File: src/rtl/ifetch.sv
// ifetch: credit-limited instruction fetch with an in-flight address queue and a decode-side FIFO.
// Define IFETCH_MISALIGN_CHK_EN to suppress misaligned requests and raise a sticky fetch_fault.
module ifetch #(
   parameter int BUF_DEPTH = 2
) (
   input  logic        clk,
   input  logic        rst,
   input  logic [31:0] fetch_pc,
   output logic        pc_advance,
   input  logic        redirect,
   output logic        imem_req,
   output logic [31:0] imem_addr,
   input  logic        imem_gnt,
   input  logic        imem_rvalid,
   input  logic [31:0] imem_rdata,
   output logic        inst_valid,
   input  logic        inst_ready,
   output logic [31:0] inst_data,
   output logic [31:0] inst_pc,
   output logic        fetch_fault
);
   localparam int AW = $clog2(BUF_DEPTH);
   localparam int W  = AW + 1;
   localparam int W1 = W + 1;
   typedef enum logic {RUN, DRAIN} state_t;
   state_t        state, state_nx;
   logic [W-1:0]  outstanding, count, drop_cnt, drop_nx;
   logic [AW-1:0] aq_wr, aq_rd, ib_wr, ib_rd;
   logic [31:0]   aq_pc   [BUF_DEPTH];
   logic [31:0]   ib_data [BUF_DEPTH];
   logic [31:0]   ib_pc   [BUF_DEPTH];
   logic          want, misalign, accepted, resp_run, push, pop;
   // Credits cover both in-flight requests and buffered words, so the buffer can never overflow.
   assign want = rst && state == RUN && !redirect && !fetch_fault &&
                 ({1'b0, outstanding} + {1'b0, count} < W1'(BUF_DEPTH));
`ifdef IFETCH_MISALIGN_CHK_EN
   assign misalign = fetch_pc[1:0] != 2'b00;
   always_ff @(posedge clk or negedge rst)
      if (!rst) fetch_fault <= 1'b0;
      else if (want && misalign) fetch_fault <= 1'b1;
`else
   assign misalign    = 1'b0;
   assign fetch_fault = 1'b0;
`endif
   assign imem_req   = want && !misalign;
   assign imem_addr  = fetch_pc;
   assign accepted   = imem_req && imem_gnt;
   assign pc_advance = accepted;
   assign resp_run   = imem_rvalid && state == RUN;
   assign push       = resp_run && !redirect;
   assign inst_valid = count != '0;
   assign pop        = inst_valid && inst_ready;
   assign inst_data  = inst_valid ? ib_data[ib_rd] : '0;
   assign inst_pc    = inst_valid ? ib_pc[ib_rd] : '0;
   always_comb begin
      state_nx = state;
      drop_nx  = drop_cnt;
      if (state == RUN && redirect) begin
         drop_nx  = outstanding - W'(imem_rvalid);
         state_nx = drop_nx != '0 ? DRAIN : RUN;
      end else if (state == DRAIN && imem_rvalid) begin
         drop_nx  = drop_cnt - W'(1);
         state_nx = drop_nx != '0 ? DRAIN : RUN;
      end
   end
   always_ff @(posedge clk or negedge rst)
      if (!rst) begin
         state       <= RUN;
         drop_cnt    <= '0;
         outstanding <= '0;
         count       <= '0;
         aq_wr       <= '0;
         aq_rd       <= '0;
         ib_wr       <= '0;
         ib_rd       <= '0;
      end else begin
         state    <= state_nx;
         drop_cnt <= drop_nx;
         if (redirect) begin
            outstanding <= '0;
            count       <= '0;
            aq_wr       <= '0;
            aq_rd       <= '0;
            ib_wr       <= '0;
            ib_rd       <= '0;
         end else begin
            outstanding <= outstanding + W'(accepted) - W'(resp_run);
            count       <= count + W'(push) - W'(pop);
            if (accepted) aq_wr <= aq_wr + AW'(1);
            if (resp_run) aq_rd <= aq_rd + AW'(1);
            if (push) ib_wr <= ib_wr + AW'(1);
            if (pop) ib_rd <= ib_rd + AW'(1);
         end
      end
   always_ff @(posedge clk) begin
      if (accepted) aq_pc[aq_wr] <= fetch_pc;
      if (push) begin
         ib_data[ib_wr] <= imem_rdata;
         ib_pc[ib_wr]   <= aq_pc[aq_rd];
      end
   end
   assert property (@(posedge clk) disable iff (!rst) !(push && !pop && count == W'(BUF_DEPTH)));
endmodule

File: config.mk
export PLATFORM = sky130hd
export DESIGN_NAME = ifetch
export DESIGN_NICKNAME = d
export VERILOG_FILES = /design/src/rtl/ifetch.sv
export SDC_FILE = /design/constraint.sdc
export NUM_CORES = 1
export LEC_CHECK = 0
export ABC_CLOCK_PERIOD_IN_PS = 4900
export CAP_MARGIN = 20
export CORE_MARGIN = 4
export CORE_UTILIZATION = 35
export CTS_CLUSTER_DIAMETER = 120
export CTS_CLUSTER_SIZE = 8
export DETAILED_ROUTE_END_ITERATION = 10
export SLEW_MARGIN = 10
export SYNTH_ARGS = -nofsm -noshare
export SYNTH_HDL_FRONTEND = slang
export SYNTH_SLANG_ARGS = --single-unit
File: constraint.sdc
create_clock -name clk -period 4.9 [get_ports clk]
set_clock_uncertainty 0.1 [all_clocks]
set_input_delay 0.49 -clock clk [delete_from_list [all_inputs] [get_ports clk]]
set_output_delay 0.49 -clock clk [all_outputs]
set_load 0.02 [all_outputs]
* Word level (Yosys, flattened, before mapping)
Memories as Yosys holds them, arrays and structs flattened.
Cells that the tools add are included.
** Storage, ports and cells
- Register bits after elaboration :: 11
- RAM bits :: 192
- Input port bits :: 70
- Output and inout port bits :: 100
- Word-level logic and storage cells :: 64
- Memories :: 3
** Cells by class
- Add/subtract/negate cells :: 11
- Magnitude comparators :: 1
- Multiplexer cells :: 22
- Bitwise logic cells :: 1
- Reductions and logical operators :: 18
** Memories
- aq_pc :: words 2, bits a word 32, rd ports 1, clocked after memory_dff 0, wr ports 1, line 29 : logic [31:0] aq_pc [BUF_DEPTH];
- ib_data :: words 2, bits a word 32, rd ports 1, clocked after memory_dff 0, wr ports 1, line 30 : logic [31:0] ib_data [BUF_DEPTH];
- ib_pc :: words 2, bits a word 32, rd ports 1, clocked after memory_dff 0, wr ports 1, line 31 : logic [31:0] ib_pc [BUF_DEPTH];
** Operators by type and width (number)
- 32-bit two-way mux :: 2
- 1-bit two-way mux :: 16
- 2-bit nonzero test :: 8
- 1-bit logical AND :: 9
- 2-bit two-way mux :: 4
- 2-bit by 1-bit subtractor with 2-bit output :: 3
- 1-bit adder (second input constant) :: 4
- 2-bit by 1-bit adder with 2-bit output :: 2
- 2-bit by 2-bit adder with 3-bit output :: 1
- 3-bit by 2-bit less-than comparator with 1-bit output (second input constant) :: 1
- 2-bit by 1-bit subtractor with 2-bit output (second input constant) :: 1
- 1-bit logical NOT :: 1
- 1-bit inverter :: 1

* Depth between registers and ports, before layout
- Depth in word-level cells :: 8
- Mapped depth :: 8
- Gate-level depth less buffers :: 7

* Worst setup path after synthesis
No wires, ideal clock.
- Path type :: input to register
- Start point :: in redirect
- End point :: mem ib_data[0][0], enable pin
- Arrival time :: 3359 ps
- Data required time :: 4314 ps
- Setup slack :: 955 ps
- Stages on the path :: 3
- Buffers on the path :: 0
- Path through :: nor2_1 -> nand2_1 -> nor2_1
** Between the ends
- Word-level cells in the longest chain between the ends :: 4
** Ends and longest elaborated chain
- start: declaration :: line 10 : input logic redirect,
- 1-bit logical NOT :: line 50 : assign push = resp_run && !redirect;
- 1-bit logical AND :: line 50
- 1-bit two-way mux :: line 97 : if (push) begin
- 1-bit two-way mux (not written as such) :: line 98 : ib_data[ib_wr] <= imem_rdata;
- end: declaration :: line 30
No other way between the ends.

* Worst setup path in the final report
- Start point :: reg count[1]
- End point :: out inst_data[9]
** Between the ends
- Word-level cells in the longest chain between the ends :: 2
** Ends and longest elaborated chain
- start: declaration :: line 27 : logic [W-1:0] outstanding, count, drop_cnt, drop_nx;
- start signal: assignment :: line 88 : count <= count + W'(push) - W'(pop);
- 2-bit nonzero test :: line 51 : assign inst_valid = count != '0;
- 32-bit two-way mux :: line 53 : assign inst_data = inst_valid ? ib_data[ib_rd] : '0;
- end: declaration :: line 18 : output logic [31:0] inst_data,
No other way between the ends.

==> flow_summary.toml <==
[outcome]
status = "finished clean"

[clocking]
cts_hold_buf = 0
cts_sinks = 203
htreeDepth = 1
clk_pin_slew_ns = 0.05
cts_tree = "yes"
post_cts_buffers = 0
post_cts_resized = 0
clk_latency_ns = 0.53
cts.path.max_buffers = 3
cts_root_buf = "clkbuf_16"
cts_buffers = 29

[cells_and_area]
syn2layout_area_growth_pct = 31.9
nets = 700
drive_gt1_share_pct = 9.13
antennaDiodeCount = 0

[detailed_routing]
vias = 4239
drc_errors = 0
wl_per_cell_um = 17.0
antenna_left = 0
vias_per_cell = 4.55
wl_um = 15900
first_iter_violations = 222
drtPass1Iterations = 4

[worst_setup_path]
cp_max_fo = 39
r2r_end = "aq_pc[1][5]"
worstSetupStartpointType = "flip-flop"
rr_startpoint = "count[0]"
worstSetupPathType = "flip-flop to output port"
arrival_ns = 2.87
required_ns = 4.31
r2r_cells = 5
endpoint_kind = "output port"
ff2ff_setup_slack_ns = 2.12

[grt]
grt_pass1_wl_um = 25200
globalRouteMet3Util_pct = 3.33
grt_pass1_vias = 4619
use_met1_pct = 16.1
busiest_layer = "met2"
grt_usage_pct = 12.2
gr-total-overflow = 0
antenna_found_initial = 0
met2_usage_pct = 20.1
grt_max_degree = 65

[die]
chipHeight_um = 160
dieArea_um2 = 25500
row_count = 55
core_area_um2 = 22600
die_w_um = 160
ios = 170
start_util_pct = 35.5

[synth]
syn_area_per_cell_um2 = 17.0
syn-num-nets = 550
ys_ff_latch = 203
netlist_top_cells_count = "edfxtp_1, nor2_1, mux2i_1"
syn_area_um2 = 8050
synth-edff-count = 192
ys_warn_count = 0
post-synth-top-count-cell = "edfxtp_1"
yosys-top-cells-area = "edfxtp_1, mux2i_1, buf_4"
syn_inst = 473
ys_seq_area_share_pct = 75.1
yosys.cell_types.count = 32
async_reset_ff_share_pct = 5.42
synthFlopType = "edfxtp_1"
synth_top_area_share_pct = 71.7
synth_area_leader_cell = "edfxtp_1"

[placed_design]
place_hpwl_um = 9650
gp_congestion = 0.727
numPortBuffers = 168

[power_and_ir_drop]
leakage_nw = 3.51
powerDensity_nw_per_um2 = 548
ir_worst_vdd_uv = 311

[flow_run]
cap_violations = 0

[sta]
hold_viol_final = 0
rsz0062_at_grt = "false"
fin_crit_sh_pct = 70.6
tns_ns = 0
fmax_mhz = 289
hold_slack_ns = 0.228
worstMarginPinSlew_ns = 1.05
max_slew_margin_pct = 29.9
maxSlewViolCount = 0
period_needed_ns = 3.46
setup_violations = 0

[worst_hold_path]
min_path_type = "primary input to async pin"
sequential cells by signal (all words and copies together) (netlist names):
| signal | count |
|---|---|
| outstanding | 2 |
| count | 2 |
| state | 1 |
| ib_wr | 1 |
| drop_cnt | 2 |
| aq_pc | 64 |
| ib_data | 64 |
| aq_wr | 1 |
| ib_rd | 1 |
| aq_rd | 1 |
| ib_pc | 64 |
through the flow:
step	area, um^2	utilization (%)	cells	worst slack (ns)	power (mW)
after global placement	9770	43.2	877	1.87	4.04
after global routing	10600	46.9	931	1.23	6.12
after floorplan	8050	-	473	0.955	3.27
final	10600	46.9	931	1.44	5.82
after detailed placement	9770	43.2	877	1.81	4.08
after CTS	10600	46.9	931	1.36	5.91
area by class of cell:
| class | instances | area [um^2] |
|---|---|---|
| inverters | 6 | 22.5 |
| repair buffers | 172 | 1710 |
| fillers | 1957 | 12000 |
| clock buffers | 52 | 812 |
| well taps | 285 | 357 |
| multi-input cells | 211 | 1640 |
| flip-flops and latches | 203 | 6050 |
| clock inverters | 2 | 27.5 |
where the power goes:
part           switching, mW  internal [mW]  leakage, nW
registers              0.155           2.04         1.87
logic                  0.973          0.845         1.25
clock network          0.690           1.11        0.394
layer usage:
metal  vias up  share of wire [%]
met1      2037                 45
met5         -                  0
met3        29                6.5
met2       164                 47
li1       2009                  -
met4         0                1.9
logic make-up (layout without fill, tap and decap cells):
family / after synthesis / after routing / share of synthesized area (%)
buf+inv: 59 / 232 / 4.85
other cells: 1 / 1 / 0.0466
fa+ha+maj: 7 / 7 / 1.18
simple gates: 89 / 89 / 4.68
compound gates: 8 / 8 / 0.622
mux: 97 / 97 / 12.6
flops: 203 / 203 / 75.1
xor+xnor: 9 / 9 / 0.980
how the worst max path moves through the flow:
stage,start,end,slack (ns),cells past startpoint
2_1_floorplan,redirect,ib_data[0][0],0.96,3
3_3_place_gp,redirect,aq_pc[1][23],1.87,4
3_5_place_dp,redirect,aq_pc[1][22],1.81,4
4_1_cts,count[1],inst_data[3],1.36,4
5_1_grt,count[1],inst_data[3],1.23,4
6_report,count[1],inst_data[9],1.44,4
critical path: stages (launching register included):
cell and delay (ns):
dfrtp_1 0.44, nor2_4 0.82, buf_4 0.42, nor2_1 0.10, clkdlybuf4s50_1 0.55
placed cells by master (no fill, tap or decap), drive strengths merged, types with 3 or more instances in the layout:
master / instances
edfxtp: 192
xor2: 4
inv: 7
clkdlybuf4s50: 168
mux2i: 65
ha: 6
xnor2: 5
mux2: 32
nand2: 4
nor2: 73
o21ai: 4
clkbuf: 52
dfrtp: 11
buf: 4
and2: 3
Note: power is estimated with default switching activity, not from simulation.
==> variant 1: new RTL, same flow settings <==
Change the parameter `BUF_DEPTH` from 2 to 4.
--- a/src/rtl/ifetch.sv
+++ b/src/rtl/ifetch.sv
@@ -1,7 +1,7 @@
 // ifetch: credit-limited instruction fetch with an in-flight address queue and a decode-side FIFO.
 // Define IFETCH_MISALIGN_CHK_EN to suppress misaligned requests and raise a sticky fetch_fault.
 module ifetch #(
-   parameter int BUF_DEPTH = 2
+   parameter int BUF_DEPTH = 4
 ) (
    input  logic        clk,
    input  logic        rst,
Behaviour: not the same (a bounded check fails within 4 cycles, from zero or initial values and one cycle with rst low).
==> variant 1 against the original RTL <==
Core utilization is 3.0 points lower; final cell count is 63% higher; synthesized cell count is 54% higher; synthesized area is 96% higher; setup slack worse by 0.29 ns; design area is 83% higher; worst hold slack worse by 0.076 ns; clock power is 92% higher; total power is 73% higher; sequential cell count is 199 higher; routed wire length is 100% higher; critical path type unchanged; highest routed layer unchanged.
==> variant 1: results (changes against the original RTL) <==
CLOCKING
--------------------------------------------------------------------------------
Post-cts sizing count                                                          0   unchanged
Number of clock buffers inserted by TritonCTS                                 56   was 29
H-Tree Level Count                                                             2   was 1
Later-pin clock latency in the skew report                               0.57 ns   was 0.53 ns

ROUTE
--------------------------------------------------------------------------------
Vias                                                                        7210   was 4239
Starting DRT DRC Count                                                       515   was 222
Routed wire length                                                      32100 um   was 15900 um

PLACED DESIGN
--------------------------------------------------------------------------------
# port buffers                                                               168   unchanged
Estimated wirelength of the detail-placed design                        18200 um   was 9650 um
Routability congestion estimate                                            0.670   was 0.727

SYNTH
--------------------------------------------------------------------------------
Syn Nets                                                                     819   was 550
Most instantiated flip-flop cell in the synthesis netlist           sky130_fd_sc_hd__edfxtp_1   unchanged
EDFF count, synth                                                            384   was 192
Register area share after synthesis                                        76.1%   was 75.1%
Largest cells by area after synthesis                               sky130_fd_sc_hd__edfxtp_1 73%, sky130_fd_sc_hd__mux4_2 14%, sky130_fd_sc_hd__dfrtp_1 2.9%   was sky130_fd_sc_hd__edfxtp_1 72%, sky130_fd_sc_hd__mux2i_1 8.1%, sky130_fd_sc_hd__buf_4 3.6%
Synth async-reset ratio                                                    4.48%   was 5.42%
Commonest cells in the synthesized netlist                          384 x sky130_fd_sc_hd__edfxtp_1, 96 x sky130_fd_sc_hd__mux4_2, 68 x sky130_fd_sc_hd__and2_1, 34 x sky130_fd_sc_hd__buf_4   was 192 x sky130_fd_sc_hd__edfxtp_1, 73 x sky130_fd_sc_hd__nor2_1, 65 x sky130_fd_sc_hd__mux2i_1, 39 x sky130_fd_sc_hd__buf_4, 17 x sky130_fd_sc_hd__mux2_1
Count of different cell masters after synthesis                               31   was 32

FINAL LAYOUT
--------------------------------------------------------------------------------
Ratio of cells with drive above 1 in the final layout                      19.5%   was 9.13%
Top Registers                                                       aq_pc (128), ib_data (128), ib_pc (128)   was aq_pc (64), ib_data (64), ib_pc (64)
Diodes inserted                                                                0   unchanged
Net count of the finished layout                                             986   was 700

WORST SETUP PATH
--------------------------------------------------------------------------------
Cell type group with the largest total delay on the critical path   buffers and inverters   unchanged
Crit-path slowest cell                                              sky130_fd_sc_hd__dfrtp_4   was sky130_fd_sc_hd__nor2_4
Maximum fanout along the worst path                                           37   was 39
Worst Path Arrival                                                       3.16 ns   was 2.87 ns
Crit path largest cell delay                                             0.88 ns   was 0.82 ns

GLOBAL ROUTE
--------------------------------------------------------------------------------
Largest net degree at the start of global routing                             66   was 65
Number of global-route vias before repair                                   7930   was 4619
Total Routing Usage GR                                                     13.5%   was 12.2%
First-pass GRT wire length                                              49000 um   was 25200 um

RUN STATUS
--------------------------------------------------------------------------------
Result of the run                                                   finished clean   unchanged

STA
--------------------------------------------------------------------------------
Worst-Margin Slew                                                        1.09 ns   was 1.05 ns

POWER
--------------------------------------------------------------------------------
IR Drop Worst-Case VDD                                                    305 uV   was 311 uV
P_leak                                                                   6.21 nW   was 3.51 nW

==> variant 1: per-stage QoR <==
step / hold slack, ns / std cells / setup slack (ns) / cell area [sq um] / total power [W]
after CTS: 0.132 / 1513 / 1.00 / 19400 / 0.0103
after global routing: 0.163 / 1513 / 0.929 / 19400 / 0.0106
after global placement: 0.477 / 1430 / 1.52 / 17900 / 0.00678
after floorplan: 0.0944 / 729 / 1.99 / 15700 / 0.00572
after detailed placement: 0.486 / 1430 / 1.49 / 17900 / 0.00679
final: 0.152 / 1513 / 1.15 / 19400 / 0.0101
==> variant 1: worst reg2reg max path: cells and delay by family, from the launching register on <==
kind,cells,cell delay (ns)
adder cells (fa/ha/maj),1,0.31
AND/OR/NAND/NOR,3,1.60
flip-flops,1,0.43
==> variant 1: cell type report <==
class	instances	area, sq um
fillers	3838	24900
flip-flops and latches	402	12000
multi-input cells	246	3290
repair buffers	177	1810
clock buffers	80	1510
well taps	592	741
clock inverters	3	48.8
inverters	13	48.8
==> variant 1: logic make-up after synthesis <==
group	count (synthesis)	share of synthesized area (%)
flip-flops	402	76.1
multiplexers	104	14.3
AND/OR/NAND/NOR	101	3.76
buffers and inverters	81	3.10
adder cells (fa/ha/maj)	20	1.69
XOR/XNOR	13	0.724
AO/OA/AOI/OAI	7	0.294
other	1	0.0238
==> variant 1: power by group <==
group / leakage, nW / internal [W] / switching (W) / total [W]
clock: 0.753 / 0.00211 / 0.00134 / 0.00345
sequential: 3.69 / 0.00397 / 0.000192 / 0.00417
combinational: 1.77 / 0.00126 / 0.00122 / 0.00248
==> variant 1: worst paths after layout <==
check	start	to	slack [ns]	cells past startpoint
worst min register to register	ib_wr[1]	ib_wr[1]	0.49	2
worst max-delay path	ib_rd[0]	inst_pc[3]	1.15	4
worst max register to register	outstanding[2]	aq_pc[3][15]	2.07	4
min in group clk	imem_rdata[22]	ib_data[0][22]	0.46	1
max in group asynchronous	rst	ib_rd[0]	4.31	2
worst min-delay path	rst	count[0]	0.15	2
==> variant 1: metal layers <==
| metal | wire (um) | global-route usage, % | part of all wire (%) | up-vias |
|---|---|---|---|---|
| li1 | - | - | - | 3202 |
| met1 | 12900 | 16.9 | 40 | 3778 |
| met2 | 16600 | 23.4 | 52 | 182 |
| met3 | 2010 | 3.46 | 6.3 | 48 |
| met4 | 548 | 3.47 | 1.7 | 0 |
| met5 | 0 | 0 | 0 | - |
==> variant 2: new RTL, same flow settings <==
Made on the original files. Add a define of `IFETCH_MISALIGN_CHK_EN`.
--- a/src/rtl/ifetch.sv
+++ b/src/rtl/ifetch.sv
@@ -1,5 +1,7 @@
 // ifetch: credit-limited instruction fetch with an in-flight address queue and a decode-side FIFO.
 // Define IFETCH_MISALIGN_CHK_EN to suppress misaligned requests and raise a sticky fetch_fault.
+`define IFETCH_MISALIGN_CHK_EN
+
 module ifetch #(
    parameter int BUF_DEPTH = 2
 ) (
Function: changed (a bounded check fails within 4 cycles, from zero or initial values and one cycle with rst low).
==> variant 2 against the original RTL <==
Die area is 0.85% higher; highest routed layer unchanged; count of clock-buffer cells in the layout is 11 lower; critical endpoint is now inst_data[3]; largest power group unchanged; design area is 0.52% higher; clock power is 3% lower; global-route usage is 0.15 points lower; setup slack worse by 0.0021 ns; synthesized area is 0.90% higher; total power hardly changed; sequential cell count is 1 higher; routed wire length is 0.97% lower.
==> variant 2: results (changes against the original RTL) <==
RUN STATUS
--------------------------------------------------------------------------------
Result of the run                                                   finished clean   unchanged

PLACED DESIGN
--------------------------------------------------------------------------------
Routability congestion estimate                                            0.723   was 0.727
Post-Place Cells                                                             884   was 877
Placed cell area                                                      9880 sq um   was 9770 sq um
Worst slack after detailed placement                                     1.64 ns   was 1.81 ns
# port buffers                                                               169   was 168
Estimated wirelength of the detail-placed design                         9780 um   was 9650 um

SYNTH
--------------------------------------------------------------------------------
Synthesized area per cell                                             16.9 sq um   was 17.0 sq um
Synth async-reset ratio                                                    5.88%   was 5.42%
Syn Nets                                                                     556   was 550
Register area share after synthesis                                        74.7%   was 75.1%
Largest cells by area after synthesis                               sky130_fd_sc_hd__edfxtp_1 71%, sky130_fd_sc_hd__mux2i_1 8.1%, sky130_fd_sc_hd__mux2_2 4.7%   was sky130_fd_sc_hd__edfxtp_1 72%, sky130_fd_sc_hd__mux2i_1 8.1%, sky130_fd_sc_hd__buf_4 3.6%
Count of different cell masters after synthesis                               25   was 32
Commonest cells in the synthesized netlist                          192 x sky130_fd_sc_hd__edfxtp_1, 76 x sky130_fd_sc_hd__nor2_1, 66 x sky130_fd_sc_hd__mux2i_1, 38 x sky130_fd_sc_hd__buf_4, 34 x sky130_fd_sc_hd__mux2_2   was 192 x sky130_fd_sc_hd__edfxtp_1, 73 x sky130_fd_sc_hd__nor2_1, 65 x sky130_fd_sc_hd__mux2i_1, 39 x sky130_fd_sc_hd__buf_4, 17 x sky130_fd_sc_hd__mux2_1

POWER
--------------------------------------------------------------------------------
P_leak                                                                   3.55 nW   was 3.51 nW
IR Drop Worst-Case VDD                                                    220 uV   was 311 uV

ROUTE
--------------------------------------------------------------------------------
Pre-antenna DRT Iters                                                          4   unchanged
Vias                                                                        4243   was 4239
Starting DRT DRC Count                                                       181   was 222
Routed wire length                                                      15700 um   was 15900 um
Vias per std cell                                                           4.59   was 4.55

WORST SETUP PATH
--------------------------------------------------------------------------------
Crit-path slowest cell                                              sky130_fd_sc_hd__dfrtp_4   was sky130_fd_sc_hd__nor2_4
Crit path largest cell delay                                             0.89 ns   was 0.82 ns
Setup slack on the worst flop-to-flop path                               2.02 ns   was 2.12 ns
Cell type group with the largest total delay on the critical path   buffers and inverters   unchanged
Terminus of the critical flop-to-flop path                          aq_pc[0][23]   was aq_pc[1][5]

GLOBAL ROUTE
--------------------------------------------------------------------------------
Total Routing Usage GR                                                     12.0%   was 12.2%
First-pass GRT wire length                                              24800 um   was 25200 um
Number of global-route vias before repair                                   4682   was 4619

FINAL LAYOUT
--------------------------------------------------------------------------------
Top Registers                                                       aq_pc (64), ib_data (64), ib_pc (64)   unchanged
Post-route standard cell area excluding fillers                      10700 sq um   was 10600 sq um
Ratio of cells with drive above 1 in the final layout                      12.0%   was 9.13%
Number of fill cells                                                        1973   was 1957
Net count of the finished layout                                             707   was 700

STA
--------------------------------------------------------------------------------
Tightest slew margin relative to the limit                                 32.6%   was 29.9%
Hold slack final                                                        0.262 ns   was 0.228 ns

CLOCKING
--------------------------------------------------------------------------------
Deepest clock path buffer count                                                3   unchanged

[variant 2: cell count changes after synthesis, moves of 3 or more]
cell,change
sky130_fd_sc_hd__inv_1,+3
sky130_fd_sc_hd__mux2_1,-17
sky130_fd_sc_hd__mux2_2,+19
sky130_fd_sc_hd__nor2_1,+3
[variant 2: routing by layer]
layer	wire (um)	track usage [%]	up-vias
li1	-	-	2031
met1	6690	15.1	2043
met2	7710	20.7	144
met3	1030	3.21	25
met4	272	3.21	0
met5	0	0	-
[variant 2: cells by family after synthesis]
logic type	after synthesis	synth area share, %
buffers and inverters	60	4.81
AOI/OAI and AO/OA	7	0.509
muxes	100	12.9
DFF	204	74.7
and+or+nand+nor	93	5.09
xor gates and xnor gates	8	0.863
adders and majority gates	7	1.17
[variant 2: report_power, final]
| group | switching (W) | internal (W) | leakage, nW |
|---|---|---|---|
| Clock | 0.000647 | 0.00109 | 0.383 |
| Sequential | 0.000160 | 0.00207 | 1.89 |
| Combinational | 0.000983 | 0.000864 | 1.29 |
| Total | 0.00179 | 0.00402 | 3.55 |
[variant 2: worst max path at each step]
stage	slack [ns]	from	cells past startpoint	end
after global placement	1.75	rst	4	aq_pc[0][23]
after detailed placement	1.64	rst	4	aq_pc[0][23]
after global routing	1.24	ib_rd	4	inst_data[5]
after floorplan	0.91	state	4	ib_data[0][0]
final	1.44	ib_rd	4	inst_data[3]
after CTS	1.36	ib_rd	4	inst_data[3]
[variant 2: cell type report]
| class | count | area share [%] |
|---|---|---|
| Timing Repair Buffer | 172 | 16.2 |
| Multi-Input combinational cell | 215 | 15.9 |
| Sequential cell | 204 | 56.9 |
| Tap cell | 285 | 3.34 |
| Inverter | 8 | 0.281 |
| Clock buffer | 41 | 7.42 |
